File: src/rtl/uart_tx_serializer.sv
// UART transmit serialiser: accepts one word per valid/ready handshake and shifts out
// start, LSB-first data, optional parity and stop bits with its own baud timing.
module uart_tx_serializer #(
  parameter int unsigned CLKS_PER_BIT = 868,
  parameter int unsigned DATA_BITS    = 8,
  parameter int unsigned PARITY_EN    = 0,
  parameter int unsigned PARITY_ODD   = 0,
  parameter int unsigned STOP_BITS    = 1
) (
  input  logic                 clk,
  input  logic                 rst,
  input  logic                 tx_valid,
  output logic                 tx_ready,
  input  logic [DATA_BITS-1:0] tx_data,
  output logic                 tx_out,
  output logic                 tx_busy,
  output logic                 tx_done
);

  localparam int unsigned BaudW = $clog2(CLKS_PER_BIT);
  localparam int unsigned BitW  = $clog2(DATA_BITS + 1);

  localparam logic [BaudW-1:0] BaudLast  = BaudW'(CLKS_PER_BIT - 1);
  localparam logic [BitW-1:0]  DataLast  = BitW'(DATA_BITS - 1);
  localparam logic [BitW-1:0]  StopLast  = BitW'(STOP_BITS - 1);
  localparam logic             ParityOdd = (PARITY_ODD != 0);

  typedef enum logic [2:0] {
    StIdle,
    StStart,
    StData,
    StParity,
    StStop
  } state_e;

  state_e               state_q, state_d;
  logic [BaudW-1:0]     baud_q, baud_d;
  logic [BitW-1:0]      bit_q, bit_d;
  logic [DATA_BITS-1:0] shift_q, shift_d;
  logic                 parity_q, parity_d;
  logic                 tx_out_q, tx_out_d;
  logic                 busy_q, busy_d;
  logic                 done_q, done_d;

  assign tx_ready = (state_q == StIdle);
  assign tx_out   = tx_out_q;
  assign tx_busy  = busy_q;
  assign tx_done  = done_q;

  always_comb begin
    state_d  = state_q;
    baud_d   = baud_q;
    bit_d    = bit_q;
    shift_d  = shift_q;
    parity_d = parity_q;

    if (state_q == StIdle) begin
      baud_d = '0;
      bit_d  = '0;
      if (tx_valid) begin
        state_d  = StStart;
        shift_d  = tx_data;
        parity_d = (^tx_data) ^ ParityOdd;
      end
    end else if (baud_q != BaudLast) begin
      baud_d = baud_q + BaudW'(1);
    end else begin
      // Last clock of the current bit: advance to the next bit.
      baud_d = '0;
      case (state_q)
        StStart: begin
          state_d = StData;
          bit_d   = '0;
        end
        StData: begin
          if (bit_q == DataLast) begin
            bit_d   = '0;
            state_d = (PARITY_EN != 0) ? StParity : StStop;
          end else begin
            bit_d   = bit_q + BitW'(1);
            shift_d = shift_q >> 1;
          end
        end
        StParity: begin
          state_d = StStop;
          bit_d   = '0;
        end
        StStop: begin
          if (bit_q == StopLast) begin
            state_d = StIdle;
            bit_d   = '0;
          end else begin
            bit_d = bit_q + BitW'(1);
          end
        end
        default: state_d = StIdle;
      endcase
    end
  end

  // Line level and status are derived from next state so they register in step with it.
  always_comb begin
    tx_out_d = 1'b1;
    case (state_d)
      StStart:  tx_out_d = 1'b0;
      StData:   tx_out_d = shift_d[0];
      StParity: tx_out_d = parity_d;
      default:  tx_out_d = 1'b1;
    endcase
    busy_d = (state_d != StIdle);
    done_d = (state_d == StStop) && (baud_d == BaudLast) && (bit_d == StopLast);
  end

  always_ff @(posedge clk) begin
    if (rst) begin
      state_q  <= StIdle;
      baud_q   <= '0;
      bit_q    <= '0;
      shift_q  <= '0;
      parity_q <= 1'b0;
      tx_out_q <= 1'b1;
      busy_q   <= 1'b0;
      done_q   <= 1'b0;
    end else begin
      state_q  <= state_d;
      baud_q   <= baud_d;
      bit_q    <= bit_d;
      shift_q  <= shift_d;
      parity_q <= parity_d;
      tx_out_q <= tx_out_d;
      busy_q   <= busy_d;
      done_q   <= done_d;
    end
  end

endmodule

File: config.mk
export PLATFORM = sky130hd
export DESIGN_NAME = uart_tx_serializer
export DESIGN_NICKNAME = d
export VERILOG_FILES = /design/src/rtl/uart_tx_serializer.sv
export SDC_FILE = /design/constraint.sdc
export NUM_CORES = 1
export LEC_CHECK = 0
export CELL_PAD_IN_SITES_DETAIL_PLACEMENT = 1
export CELL_PAD_IN_SITES_GLOBAL_PLACEMENT = 2
export CORE_MARGIN = 8
export CORE_UTILIZATION = 38
export CTS_BUF_LIST = sky130_fd_sc_hd__clkbuf_8
export CTS_CLUSTER_SIZE = 24
export DETAILED_ROUTE_END_ITERATION = 8
export PLACE_DENSITY = 0.83
export SLEW_MARGIN = 0
export SYNTH_ARGS = -nofsm -noshare
export SYNTH_HDL_FRONTEND = slang
export SYNTH_SLANG_ARGS = --single-unit
File: constraint.sdc
create_clock -name clk -period 6.52 [get_ports clk]
set_input_delay 1.304 -clock clk [delete_from_list [all_inputs] [get_ports clk]]
set_output_delay 1.304 -clock clk [all_outputs]
set_load 0.02 [all_outputs]
== Word level (Yosys, flattened, before mapping) ==
Index checks and enable logic that the tools add are counted.

* Register bits after elaboration: 29
* Bits of input ports: 11
* Output and inout bits: 4
* Logic and storage cells: 56

* Add/sub/neg operators: 2
* Equal/unequal tests: 14
* Muxes and demuxes: 21
* Reductions and logical operators: 10

{| class="wikitable"
|+ Operators with widths
! operator !! count
|-
| $mux 8 || 5
|-
| $mux 10 || 2
|-
| $mux 4 || 4
|-
| $mux 3 || 5
|-
| $eq 3x2->1 const B || 4
|-
| $pmux 3 s4 || 1
|-
| $pmux 4 s3 || 1
|-
| $add 10x1->10 const B || 1
|-
| $eq 10x10->1 const B || 1
|-
| $ne 10x10->1 const B || 1
|-
| $logic_not 4->1 || 2
|-
| $reduce_xor 8->1 || 1
|-
| $eq 3x1->1 const B || 2
|-
| $eq 3x3->1 const B || 2
|-
| $ne 2x2->1 const B || 3
|-
| $add 4x1->4 const B || 1
|-
| $eq 4x3->1 const B || 1
|-
| $reduce_and 4->1 || 1
|-
| $logic_not 3->1 || 1
|-
| $pmux 1 s3 || 1
|-
| $reduce_bool 3->1 || 1
|-
| $logic_and 1x1->1 || 2
|-
| $mux 1 || 2
|-
| $reduce_bool 2->1 || 1
|-
| $reduce_or 2->1 || 1
|}

== Longest topological paths before layout ==
Gate-level depths: netlist (run 1).

* Depth in word-level cells: 8
* Gate-level depth with buffers: 7
* Gate-level depth less buffers: 7

== Worst setup path before layout (run 1) ==
No wires, ideal clock.

* Path type: register to output
* Start: reg state_q[2]
* End: out tx_ready
* Arrival: 1.215 ns
* Data required time: 5.216 ns
* Setup slack: 4.001 ns
* Stages on the path, launching flop included: 3
* Buffers on the path: 1
* Cell sequence: dfxtp_1 > clkbuf_1 > nor3_1

* Cells in the longest elaborated chain, start to end: 1

{| class="wikitable"
|+ Ends and longest elaborated chain
! what !! RTL line !! RTL
|-
| start, declared || 36 || <nowiki>state_e state_q, state_d;</nowiki>
|-
| start signal, assigned || 116 || <nowiki>state_q <= StIdle;</nowiki>
|-
| start signal, assigned || 125 || <nowiki>state_q <= state_d;</nowiki>
|-
| $logic_not 3->1 || 45 || <nowiki>assign tx_ready = (state_q == StIdle);</nowiki>
|-
| end, declared || 13 || <nowiki>output logic tx_ready,</nowiki>
|}

Every way passes these cells.

== Worst setup path in the final report (run 1) ==
* Start: reg state_q[0]
* End: out tx_ready

The elaborated chain is that of the path after synthesis.

==> flow_summary.yaml, run 1 <==
clocking:
  clkTransAtPathRegs_ns: 0.06
  cts_max_level: 2
  clockRootBuffer: "clkbuf_8"
  postCtsSetupRepairBufs: 0
  numCtsBuffers: 5
  cts_resized: 0
  cts_tree: "yes"
  clockBufferDepth: 2
  cts.sinks: 29
  insertion_delay_ns: 0.28
  postCtsHoldBufs: 0
worst_setup_path:
  crit_chain: "nor3_1 > clkdlybuf4s50_1"
  crit_fanout: 11
  critPathBufInv: 1
  cp.arrival_ns: 1.60
  end_kind: "primary output"
  cp.required_ns: 5.22
  critPathTopFamily: "buffers and inverters"
  reg2regPathDepth: 6
  critPathSlowestCell: "clkdlybuf4s50_1"
  r2r-start: "baud_q[0]$_SDFF_PP0_"
  r2r_setup_slack_ns: 3.81
  critPathLaunchType: "register"
  crit_type: "reg -> out"
  slowest_delay_ns: 0.64
  r2r_end: "tx_out$_SDFF_PP1_"
logic_synthesis:
  synth_top_family_by_area: "simple AND/OR/NAND/NOR gates"
  synthCells: 192
  synth_ff_type: "dfxtp_1"
  ys_top_cells_by_area: "dfxtp_1, xnor2_1, nor2_1"
  synthAdderAreaFrac_pct: 3.08
  synth_compound_area_share_pct: 17.4
  synth_top_cell_by_area: "dfxtp_1"
  synth-async-reset-ratio_pct: 0
  yosysMostFrequentCell: "dfxtp_1"
  synth_nets: 206
  synth-edff-count: 0
  yosysWarnings: 0
  synth_area_per_cell_um2: 8.25
  synthMuxAreaShare_pct: 0.632
  yosysSeqAreaShare_pct: 36.7
  synth_area_um2: 1580
  synthTopCellsByCount: "dfxtp_1, nor2_1, nand2_1"
  synth_simple_gate_area_share_pct: 27.9
  yosysUniqueCellTypes: 47
  netlist.area_leader.share_pct: 36.7
  synth_xor_area_share_pct: 9.95
  ys_ff_latch: 29
detailed_routing:
  wire_per_inst_um: 15.7
  num_vias: 1409
  via_per_inst: 5.48
  drc: 0
  ant_nets: 0
  dr.pass1.iters: 5
  drt_iter0_drc: 27
  drt_wl_total_um: 4040
hold_path:
  whs_endpoint: "shift_q[1]$_SDFFE_PP0P_"
  hold_depth: 2
  hold_start: "shift_q[1]$_SDFFE_PP0P_"
  hold_class: "reg -> reg"
pwr:
  p_per_area_nw_per_um2: 205
  p_comb_share_pct: 13.9
  power.switching_uw: 95.9
  switching_share_pct: 25.5
  power.leakage_uw: 0.000607
  clkPwrFrac_pct: 35.6
  p_int_uw: 280
  power_frac_seq_pct: 50.5
  ir_worst_vdd_mv: 0.118
placed_design:
  place_hpwl_um: 3120
  globalplace.congestion: 0.833
  place_ws_ns: 3.46
  portBuffers: 14
  dp.cells: 249
timing:
  fmax_mhz: 345
  worst_pin_slew_ns: 0.585
  maxSlewViolCount: 0
  skew_ns: 0.00653
  finalWorstSetupSlack_ns: 3.62
  rsz0062_at_grt: "no"
  hold_viol: 0
  holdWs_ns: 0.460
  finalSetupTns_ns: 0
  period_needed_ns: 2.90
  setup_violations: 0
  fin_crit_sh_pct: 44.5
  relSlewSlack_pct: 60.8
global_routing:
  grt_pass1_wl_um: 7010
  grt_usage_pct: 13.6
  grt_pass1_vias: 1498
  grt_max_degree: 17
  antenna_found_initial: 0
  gr-total-overflow: 0
floorplanning:
  dieArea_um2: 6490
  start_util_pct: 39.6
  core-area_um2: 4000
  die_w_um: 80.6
  pin_count: 15
  rows: 23
  die_h_um: 80.6
cells_and_area:
  drive_gt1_share_pct: 7.25
  final_nets: 220
  stdcell_count: 257
  syn2layout_area_growth_pct: 15.8
  diodes: 0
  final_core_util_pct: 45.9
job:
  cap_violations: 0
outcome:
  outcome: "finished, final reports clean"
-- per-layer routing --
metal / GRT usage, % / wire, um / part of all wire, % / vias up
li1: - / - / - / 706
met1: 16.9 / 1930 / 48 / 685
met2: 21.8 / 1970 / 49 / 11
met3: 3.24 / 85 / 2.1 / 7
met4: 6.00 / 61 / 1.5 / 0
met5: 0 / 0 / 0 / -
-- cell usage in the layout (no fill, tap or decap), types with 2 or more instances in the layout --
| cell | count |
|---|---|
| a21oi_1 | 13 |
| or3b_2 | 3 |
| xor2_1 | 3 |
| nand2b_1 | 3 |
| dfxtp_1 | 29 |
| nor2_1 | 26 |
| nand2_1 | 17 |
| inv_1 | 11 |
| o21ai_0 | 7 |
| nor3b_1 | 3 |
| nor4_1 | 4 |
| nor2b_1 | 2 |
| a211oi_1 | 3 |
| a22oi_1 | 6 |
| clkbuf_8 | 5 |
| nor3_1 | 3 |
| nand3b_1 | 2 |
| nand3_1 | 7 |
| or3_1 | 3 |
| clkdlybuf4s50_1 | 14 |
| a31oi_1 | 2 |
| xnor2_1 | 15 |
| ha_1 | 3 |
-- metrics by stage --
step | cell area [um^2] | total power [uW]
floorplan | 1580 | 225
global placement | 1750 | 246
detailed placement | 1750 | 246
CTS | 1830 | 385
global route | 1830 | 397
finish | 1830 | 376
-- flip-flops by register name, summed over array words and instances (netlist names) --
register	flops
baud_q	10
shift_q	8
bit_q	4
state_q	3
parity_q	1
tx_busy	1
tx_done	1
tx_out	1
-- tightest hold or removal path, cell delays in order (launching register included) --
cell     delay, ns
dfxtp_1       0.31
nand2_1       0.05
a21oi_1       0.05
-- cell families (layout without fill, tap and decap cells) --
group / after synthesis / after routing
mux: 1 / 1
flops: 29 / 29
simple gates: 83 / 83
xor+xnor: 18 / 18
fa+ha+maj: 4 / 4
buf+inv: 16 / 31
compound gates: 41 / 41
-- worst max-delay path by stage --
stage	end	cells after the start	startpoint	slack [ns]
2_1_floorplan	tx_ready	2	state_q[2]$_SDFF_PP0_	4.00
3_3_place_gp	tx_out$_SDFF_PP1_	5	tx_valid	3.57
3_5_place_dp	tx_out$_SDFF_PP1_	5	tx_valid	3.46
4_1_cts	tx_ready	2	state_q[0]$_SDFF_PP0_	3.58
5_1_grt	tx_ready	2	state_q[0]$_SDFF_PP0_	3.52
6_report	tx_ready	2	state_q[0]$_SDFF_PP0_	3.62
-- final cells by class --
type / instances / area [um^2]
inverters: 8 / 30.0
multi-input cells: 147 / 933
flip-flops and latches: 29 / 581
repair buffers: 15 / 148
clock inverters: 3 / 11.3
well taps: 50 / 62.6
clock buffers: 5 / 68.8
fillers: 489 / 2170
-- power by group through the flow --
stage	Combinational (uW)	Clock [uW]	Sequential, uW
after floorplan	32.2	0	193
after global placement	52.1	0	194
after detailed placement	52.6	0	194
after CTS	53.1	142	190
after global routing	57.4	149	191
final	52.3	134	190
Note: power is estimated with default switching activity, not from simulation.
==> run 2: changes to the inputs <==
- CORE_UTILIZATION: 38 -> 35
- PLACE_DENSITY: 0.83 -> 0.77
- clock period: 6.52 -> 2.7 ns (I/O delays scaled with it)
==> flow_summary.yaml, run 2 (same netlist as run 1, synthesis figures left out) <==
detailed_routing:
  drc: 0
  wire_per_inst_um: 16.4
  num_vias: 1421
  ant_nets: 0
  via_per_inst: 5.32
  drt_wl_total_um: 4380
  drt_iter0_drc: 52
  dr.pass1.iters: 4
floorplanning:
  pin_count: 15
  die_h_um: 83.3
  rows: 24
  start_util_pct: 36.4
  core-area_um2: 4350
  die_w_um: 83.3
  dieArea_um2: 6930
timing:
  finalSetupTns_ns: 0
  hold_viol: 0
  maxSlewViolCount: 0
  fin_crit_sh_pct: 95.1
  period_needed_ns: 2.57
  setup_violations: 0
  skew_ns: 0.00597
  worst_pin_slew_ns: 0.618
  relSlewSlack_pct: 58.8
  rsz0062_at_grt: "no"
  fmax_mhz: 390
global_routing:
  grt_max_degree: 16
  gr-total-overflow: 0
  grt_pass1_vias: 1608
  antenna_found_initial: 0
  grt_usage_pct: 13.4
  grt_pass1_wl_um: 7690
cells_and_area:
  top_regs: "baud_q: 10 flops, shift_q: 8 flops, bit_q: 4 flops"
  final_nets: 228
  final_common_cell: "dfxtp_1"
  diodes: 0
  drive_gt1_share_pct: 11.6
  largest_reg_flops: 10
  syn2layout_area_growth_pct: 22.0
  largest-register: "baud_q"
  layout_common_cells: "dfxtp_1, nor2_1, nand2_1, xnor2_1, clkdlybuf4s50_1"
worst_setup_path:
  r2r-start: "baud_q[0]$_SDFF_PP0_"
  crit_type: "reg -> reg"
  reg2regPathDepth: 6
  critPathLaunchType: "register"
  crit_fanout: 9
  cp.arrival_ns: 2.79
  cp.required_ns: 2.92
  r2r_end: "tx_done$_SDFF_PP0_"
  r2r_setup_slack_ns: 0.13
  end_kind: "register"
job:
  cap_violations: 0
clocking:
  postCtsSetupRepairBufs: 0
  clockBufferDepth: 2
  insertion_delay_ns: 0.28
  cts_max_level: 2
  clkTransAtPathRegs_ns: 0.07
  clockRootBuffer: "clkbuf_8"
  cts.sinks: 29
  postCtsHoldBufs: 0
  cts_tree: "yes"
  numCtsBuffers: 5
  cts_resized: 0
pwr:
  p_per_area_nw_per_um2: 549
  p_comb_share_pct: 12.3
  power_frac_seq_pct: 43.3
  power.switching_uw: 255
  p_int_uw: 806
  ir_worst_vdd_mv: 0.259
  switching_share_pct: 24.0
  power.leakage_uw: 0.000658
  finalPower_uw: 1060
  clkPwrFrac_pct: 44.4
hold_path:
  hold_start: "shift_q[3]$_SDFFE_PP0P_"
  hold_depth: 2
  hold_class: "reg -> reg"
  whs_endpoint: "shift_q[3]$_SDFFE_PP0P_"
outcome:
  outcome: "finished, final reports clean"
placed_design:
  place_hpwl_um: 3440
  globalplace.congestion: 0.852
  portBuffers: 14
[run 2: metal layers]
layer	GRT usage, %	vias up	routed length [um]
li1	-	720	-
met1	15.6	672	2010
met2	21.7	20	2120
met3	3.91	9	148
met4	6.55	0	108
met5	0	-	0
[run 2: area by class of cell]
cell class | instances | area (um^2)
clock inverters | 2 | 33.8
inverters | 8 | 30.0
multi-input cells | 147 | 933
fillers | 505 | 2420
well taps | 52 | 65.1
clock buffers | 6 | 82.6
repair buffers | 23 | 208
flip-flops and latches | 29 | 581
[run 2: per-stage QoR]
stage	std cells	util, %	hold WS (ns)	worst slack [ns]	cell area (um^2)
finish	267	44.4	0.463	0.134	1930
floorplan	192	-	0.436	0.261	1580
global placement	259	41.7	0.444	0.292	1820
detailed placement	259	41.7	0.460	0.162	1820
global route	267	44.4	0.494	0.0426	1930
CTS	267	44.4	0.469	0.149	1930
[run 2: how the worst max path moves through the flow]
stage	startpoint	slack, ns	depth (start not counted)	to
CTS	baud_q[0]$_SDFF_PP0_	0.15	6	tx_done$_SDFF_PP0_
global placement	baud_q[0]$_SDFF_PP0_	0.29	6	tx_done$_SDFF_PP0_
global route	baud_q[0]$_SDFF_PP0_	0.04	6	tx_done$_SDFF_PP0_
finish	baud_q[0]$_SDFF_PP0_	0.13	6	tx_done$_SDFF_PP0_
detailed placement	baud_q[0]$_SDFF_PP0_	0.16	6	tx_done$_SDFF_PP0_
floorplan	baud_q[0]$_SDFF_PP0_	0.26	7	tx_done$_SDFF_PP0_
[run 2: power by group through the flow]
stage               clock, uW  sequential [uW]  combinational (uW)
finish                    471              459                 130
global route              503              461                 146
CTS                       480              459                 132
detailed placement          0              468                 132
global placement            0              466                 128
floorplan                   0              467                77.7
[run 2: critical path, cell delays in order, from the launching register on]
cell,delay [ns]
dfxtp_1,0.42
ha_1,0.19
or4b_4,0.48
or3_1,0.47
maj3_2,0.37
a2111oi_2,0.36
o211a_1,0.20
==> run 3: changes to the inputs <==
- ABC_AREA: not set -> 0
==> results of run 3 <==
Final layout, timing and power as in run 2 (identical DEF).
==> edit 1, RTL diff (settings of run 2) <==
Encoding of `state_e`: now one-hot (5 bits for 5 states).
--- a/src/rtl/uart_tx_serializer.sv
+++ b/src/rtl/uart_tx_serializer.sv
@@ -27,8 +27,8 @@
 
-  typedef enum logic [2:0] {
-    StIdle,
-    StStart,
-    StData,
-    StParity,
-    StStop
+  typedef enum logic [4:0] {
+    StIdle   = 5'b00001,
+    StStart  = 5'b00010,
+    StData   = 5'b00100,
+    StParity = 5'b01000,
+    StStop   = 5'b10000
   } state_e;
Formal check against the unedited RTL: no difference found for any inputs over 10 cycles, from zero or initial values and one cycle with rst high; not proved beyond that.
==> edit 1 against run 2 <==
  * Register-to-register slack improved by 0.08 ns
  * Setup slack improved by 0.044 ns
  * Sequential cell count increased by 2
  * Cell area decreased by 0.58%
  * Count of clock-buffer cells in the layout decreased by 1
  * Wire length decreased by 4.8%
  * Combinational power increased by 20%
  * Synthesized area increased by 3.2%
  * Clock skew increased by 0.0021 ns
  * Total power decreased by 7.9%
  * Via count increased by 3.0%
  * Largest power group is now registers
  * Highest routed layer unchanged
==> edit 1: results (changes against run 2) <==
| Metric | Value |
|---|---|
| Min-delay src | shift_q[6] (was shift_q[3]) |
| DP Area | 1840 um^2 (was 1820 um^2) |
| Status | finished, final reports clean (unchanged) |
| Vias in the first global route | 1497 (was 1608) |
| Worst Hold Class | flop to flop (unchanged) |
| Layout Skew | 0.00811 ns (was 0.00597 ns) |
| Dpl hpwl | 3260 um (was 3440 um) |
| Crit-path max cell delay | 0.65 ns (was 0.48 ns) |
| Global-route wire length before repair | 7070 um (was 7690 um) |
| Hold WS | 0.463 ns (about the same) |
| Hold path endpoint | shift_q[6] (was shift_q[3]) |
| Fin util | 41.8% (was 44.4%) |
| Syn Nets | 205 (was 206) |
| Critical path's slowest cell | clkdlybuf4s50_1 (was or4b_4) |
| Peak supply drop | 0.000288 V (was 0.000259 V) |
| CP arrival | 1.98 ns (was 2.79 ns) |
| Inst Count DP | 256 (was 259) |
| Layout fillers | 536 (was 505) |
| Pre-CTS worst setup slack | 0.203 ns (was 0.162 ns) |
| Routed len/inst | 15.9 um (was 16.4 um) |
| Routed vias | 1464 (was 1421) |
| GRT Total Usage | 12.0% (was 13.4%) |
| Synthesized area per cell | 8.56 um^2 (was 8.25 um^2) |
| Slew Limit Headroom | 67.2% (was 58.8%) |
| P_leak | 0.655 nW (was 0.658 nW) |
| Top flop regs | baud_q: 10 flops, shift_q: 8 flops, state_q: 5 flops (was baud_q: 10 flops, shift_q: 8 flops, bit_q: 4 flops) |
| Worst R2R Path Depth | 7 (was 6) |
| Switching power | 0.259 mW (was 0.255 mW) |
| Seq/Total Area, Yosys | 37.9% (was 36.7%) |
| Initial drt markers | 65 (was 52) |
| Drt total wl | 4170 um (was 4380 um) |
| Top cells by count, synth | dfxtp_1, nor2_1, nand2_1, xnor2_1, a21oi_1 (unchanged) |
| Largest net degree at the start of global routing | 15 (was 16) |
| Routability-driven placement congestion ratio | 0.830 (was 0.852) |
| Synth area leaders | dfxtp_1, xnor2_1, nor2_1 (unchanged) |
| Layout cells sized above 1 | 9.13% (was 11.6%) |
| Crit path max-delay family | buffers and inverters (was simple AND/OR/NAND/NOR gates) |
-- edit 1: cell count changes after synthesis, sizes merged, moves of 3 or more --
cell    before  now
a211oi       3    0
and3         0    7
inv          8    5
nand2       17   14
nor3         4    8
o31a         0    3
-- edit 1: power by group through the flow --
stage	clock (mW)	sequential [mW]	combinational, mW
3_5_place_dp	0	0.503	0.157
2_1_floorplan	0	0.501	0.0995
5_1_grt	0.367	0.496	0.172
4_1_cts	0.342	0.493	0.158
3_3_place_gp	0	0.502	0.155
6_report	0.327	0.494	0.156
-- edit 1: how the worst max path moves through the flow --
stage	cells after the start	to	slack [ns]	from
after floorplan	7	tx_done	0.45	baud_q[0]
after global placement	7	tx_done	0.31	baud_q[0]
after detailed placement	7	tx_done	0.20	baud_q[0]
after CTS	4	tx_ready	0.06	state_q[1]
after global routing	4	tx_ready	0.03	state_q[1]
final	4	tx_ready	0.18	state_q[4]
-- edit 1: worst min-delay path, stage by stage (launching register included) --
cell     delay [ns]
dfxtp_1        0.31
nand2_1        0.05
a21oi_1        0.05
-- edit 1: cell families after synthesis --
group | share of synthesized area (%)
compound gates | 20.7
xor+xnor | 8.03
fa+ha+maj | 2.30
buf+inv | 2.98
flops | 37.9
mux | 0.612
simple gates | 27.5
-- edit 1: what timing repair did --
item	4_1_cts	5_1_grt
hold endpoints to repair	0	0
resized for setup	0	1
endpoints found under the setup margin	0	1
-- edit 1: layout make-up --
class	instances	share of cell area, %
multi-input cells	148	50.6
flip-flops and latches	31	32.3
inverters	5	0.977
clock inverters	1	0.195
repair buffers	18	8.85
well taps	54	3.52
clock buffers	5	3.58
-- edit 1: layer usage --
layer  up-vias  track usage (%)  part of all wire (%)
met3         6             2.42                   2.6
met5         -                0                     0
li1        734                -                     -
met2        15             19.4                    48
met4         0             5.40                   1.2
met1       709             15.0                    48
==> edit 2, RTL diff (config.mk and constraints of run 2) <==
Made on the original files. `CLKS_PER_BIT`: 868 -> 1736.
--- a/src/rtl/uart_tx_serializer.sv
+++ b/src/rtl/uart_tx_serializer.sv
@@ -3,3 +3,3 @@
 module uart_tx_serializer #(
-  parameter int unsigned CLKS_PER_BIT = 868,
+  parameter int unsigned CLKS_PER_BIT = 1736,
   parameter int unsigned DATA_BITS    = 8,
Check against the original RTL: no difference found for any inputs over 10 cycles, from zero or initial values and one cycle with rst high; that may be too few to reach the edited logic, so the function may still have changed.
==> edit 2 against run 2 <==
  * Combinational power is 3% higher
  * Critical path depth is 4 lower
  * Worst hold slack worse by 0.0042 ns
  * Wire length is 3.5% lower
  * Clock skew is 0.0047 ns higher
  * Maximum frequency is 15% higher
  * Cell area is 1.6% higher
  * Sequential cell count is 1 higher
  * Total power is 1.2% higher
  * Synthesized area is 3.9% higher
  * Setup slack better by 0.33 ns
  * Largest cell class unchanged
  * Highest routed layer unchanged
==> edit 2: results (changes against run 2) <==
| Metric | Value |
|---|---|
| Status | finished, final reports clean (unchanged) |
| Distinct cells, synth | 51 (was 47) |
| Largest net degree at the start of global routing | 12 (was 16) |
| Synth area leaders | dfxtp_1, xnor2_1, nor2_1 (unchanged) |
| Tightest Pin Transition | 0.503 ns (was 0.618 ns) |
| Critical path's slowest cell | clkdlybuf4s50_1 (was or4b_4) |
| Crit-path max cell delay | 0.66 ns (was 0.48 ns) |
| Inst Count DP | 252 (was 259) |
| Diode count | 0 (unchanged) |
| Count of final setup violators | 0 (unchanged) |
| Layout Skew | 0.0107 ns (was 0.00597 ns) |
| Crit path max fanout | 11 (was 9) |
| Async S/R FF share, synth | 0% (unchanged) |
| Syn Nets | 202 (was 206) |
| P_leak | 0.647 nW (was 0.658 nW) |
| CP arrival | 1.69 ns (was 2.79 ns) |
| Seq/Total Area, Yosys | 36.5% (was 36.7%) |
| Vias per inst | 5.56 (was 5.32) |
| Top flop regs | baud_q: 11 flops, shift_q: 8 flops, bit_q: 4 flops (was baud_q: 10 flops, shift_q: 8 flops, bit_q: 4 flops) |
| Initial drt markers | 31 (was 52) |
| Switching power | 0.250 mW (was 0.255 mW) |
| Nets@finish | 219 (was 228) |
| Routed vias | 1441 (was 1421) |
| Dpl hpwl | 3380 um (was 3440 um) |
| Routability-driven placement congestion ratio | 0.780 (was 0.852) |
| DP Area | 1850 um^2 (was 1820 um^2) |
| GRT Total Usage | 12.3% (was 13.4%) |
| Clock root buffer | clkbuf_8 (unchanged) |
| Peak supply drop | 0.000280 V (was 0.000259 V) |
| Layout cells sized above 1 | 12.7% (was 11.6%) |
| Global-route wire length before repair | 7090 um (was 7690 um) |
| # resized after CTS | 0 (unchanged) |
| Max clock buf depth | 2 (unchanged) |
| Top cells by count, synth | dfxtp_1, nor2_1, a21oi_1, nand2_1, xnor2_1 (was dfxtp_1, nor2_1, nand2_1, xnor2_1, a21oi_1) |
| Pre-CTS worst setup slack | 0.516 ns (was 0.162 ns) |
| Vias in the first global route | 1509 (was 1608) |
| Cells after Synth | 188 (was 192) |
| Routed len/inst | 16.3 um (was 16.4 um) |
==> edit 2: power by group through the flow <==
stage	registers (mW)	logic, mW	clock network, mW
after floorplan	0.482	0.0830	0
after global placement	0.483	0.133	0
after detailed placement	0.484	0.136	0
after CTS	0.474	0.136	0.471
after global routing	0.477	0.148	0.486
final	0.474	0.134	0.465
==> edit 2: cells by family (layout without fill, tap and decap cells) <==
kind of cell    count (synthesis)  after routing  share of synthesized area [%]
flops                          30             30                           36.5
compound gates                 45             45                           19.5
simple gates                   81             81                           29.5
xor+xnor                       15             15                           7.99
fa+ha+maj                       4              4                           2.97
buf+inv                        13             30                           3.50
==> edit 2: worst max-delay path: cells and delay by family, from the launching register on <==
family / cells / cell delay, ns
buffers and inverters: 1 / 0.66
DFF: 1 / 0.43
and+or+nand+nor: 1 / 0.32
==> edit 2: cell type report <==
type | count | area [um^2]
inverter | 5 | 18.8
sequential | 30 | 601
clock inverter | 1 | 30.0
clock buffer | 6 | 82.6
multi-input combinational | 145 | 993
timing repair buffer | 18 | 170
fill | 560 | 2670
tap | 54 | 67.6
==> edit 2: worst paths after layout <==
kind / slack, ns / cells past startpoint / start / endpoint
setup / recovery: 0.47 / 2 / state_q[0] / tx_ready
hold / removal: 0.46 / 2 / shift_q[1] / shift_q[1]
setup reg to reg: 0.52 / 6 / baud_q[0] / tx_done
hold reg to reg: 0.46 / 2 / shift_q[1] / shift_q[1]
==> edit 2: layer usage <==
metal / vias up / wire length, um / track usage [%]
met5: - / 0 / 0
met4: 0 / 70 / 4.37
met3: 9 / 134 / 3.51
met2: 19 / 2050 / 21.0
met1: 691 / 1970 / 14.2
li1: 722 / - / -
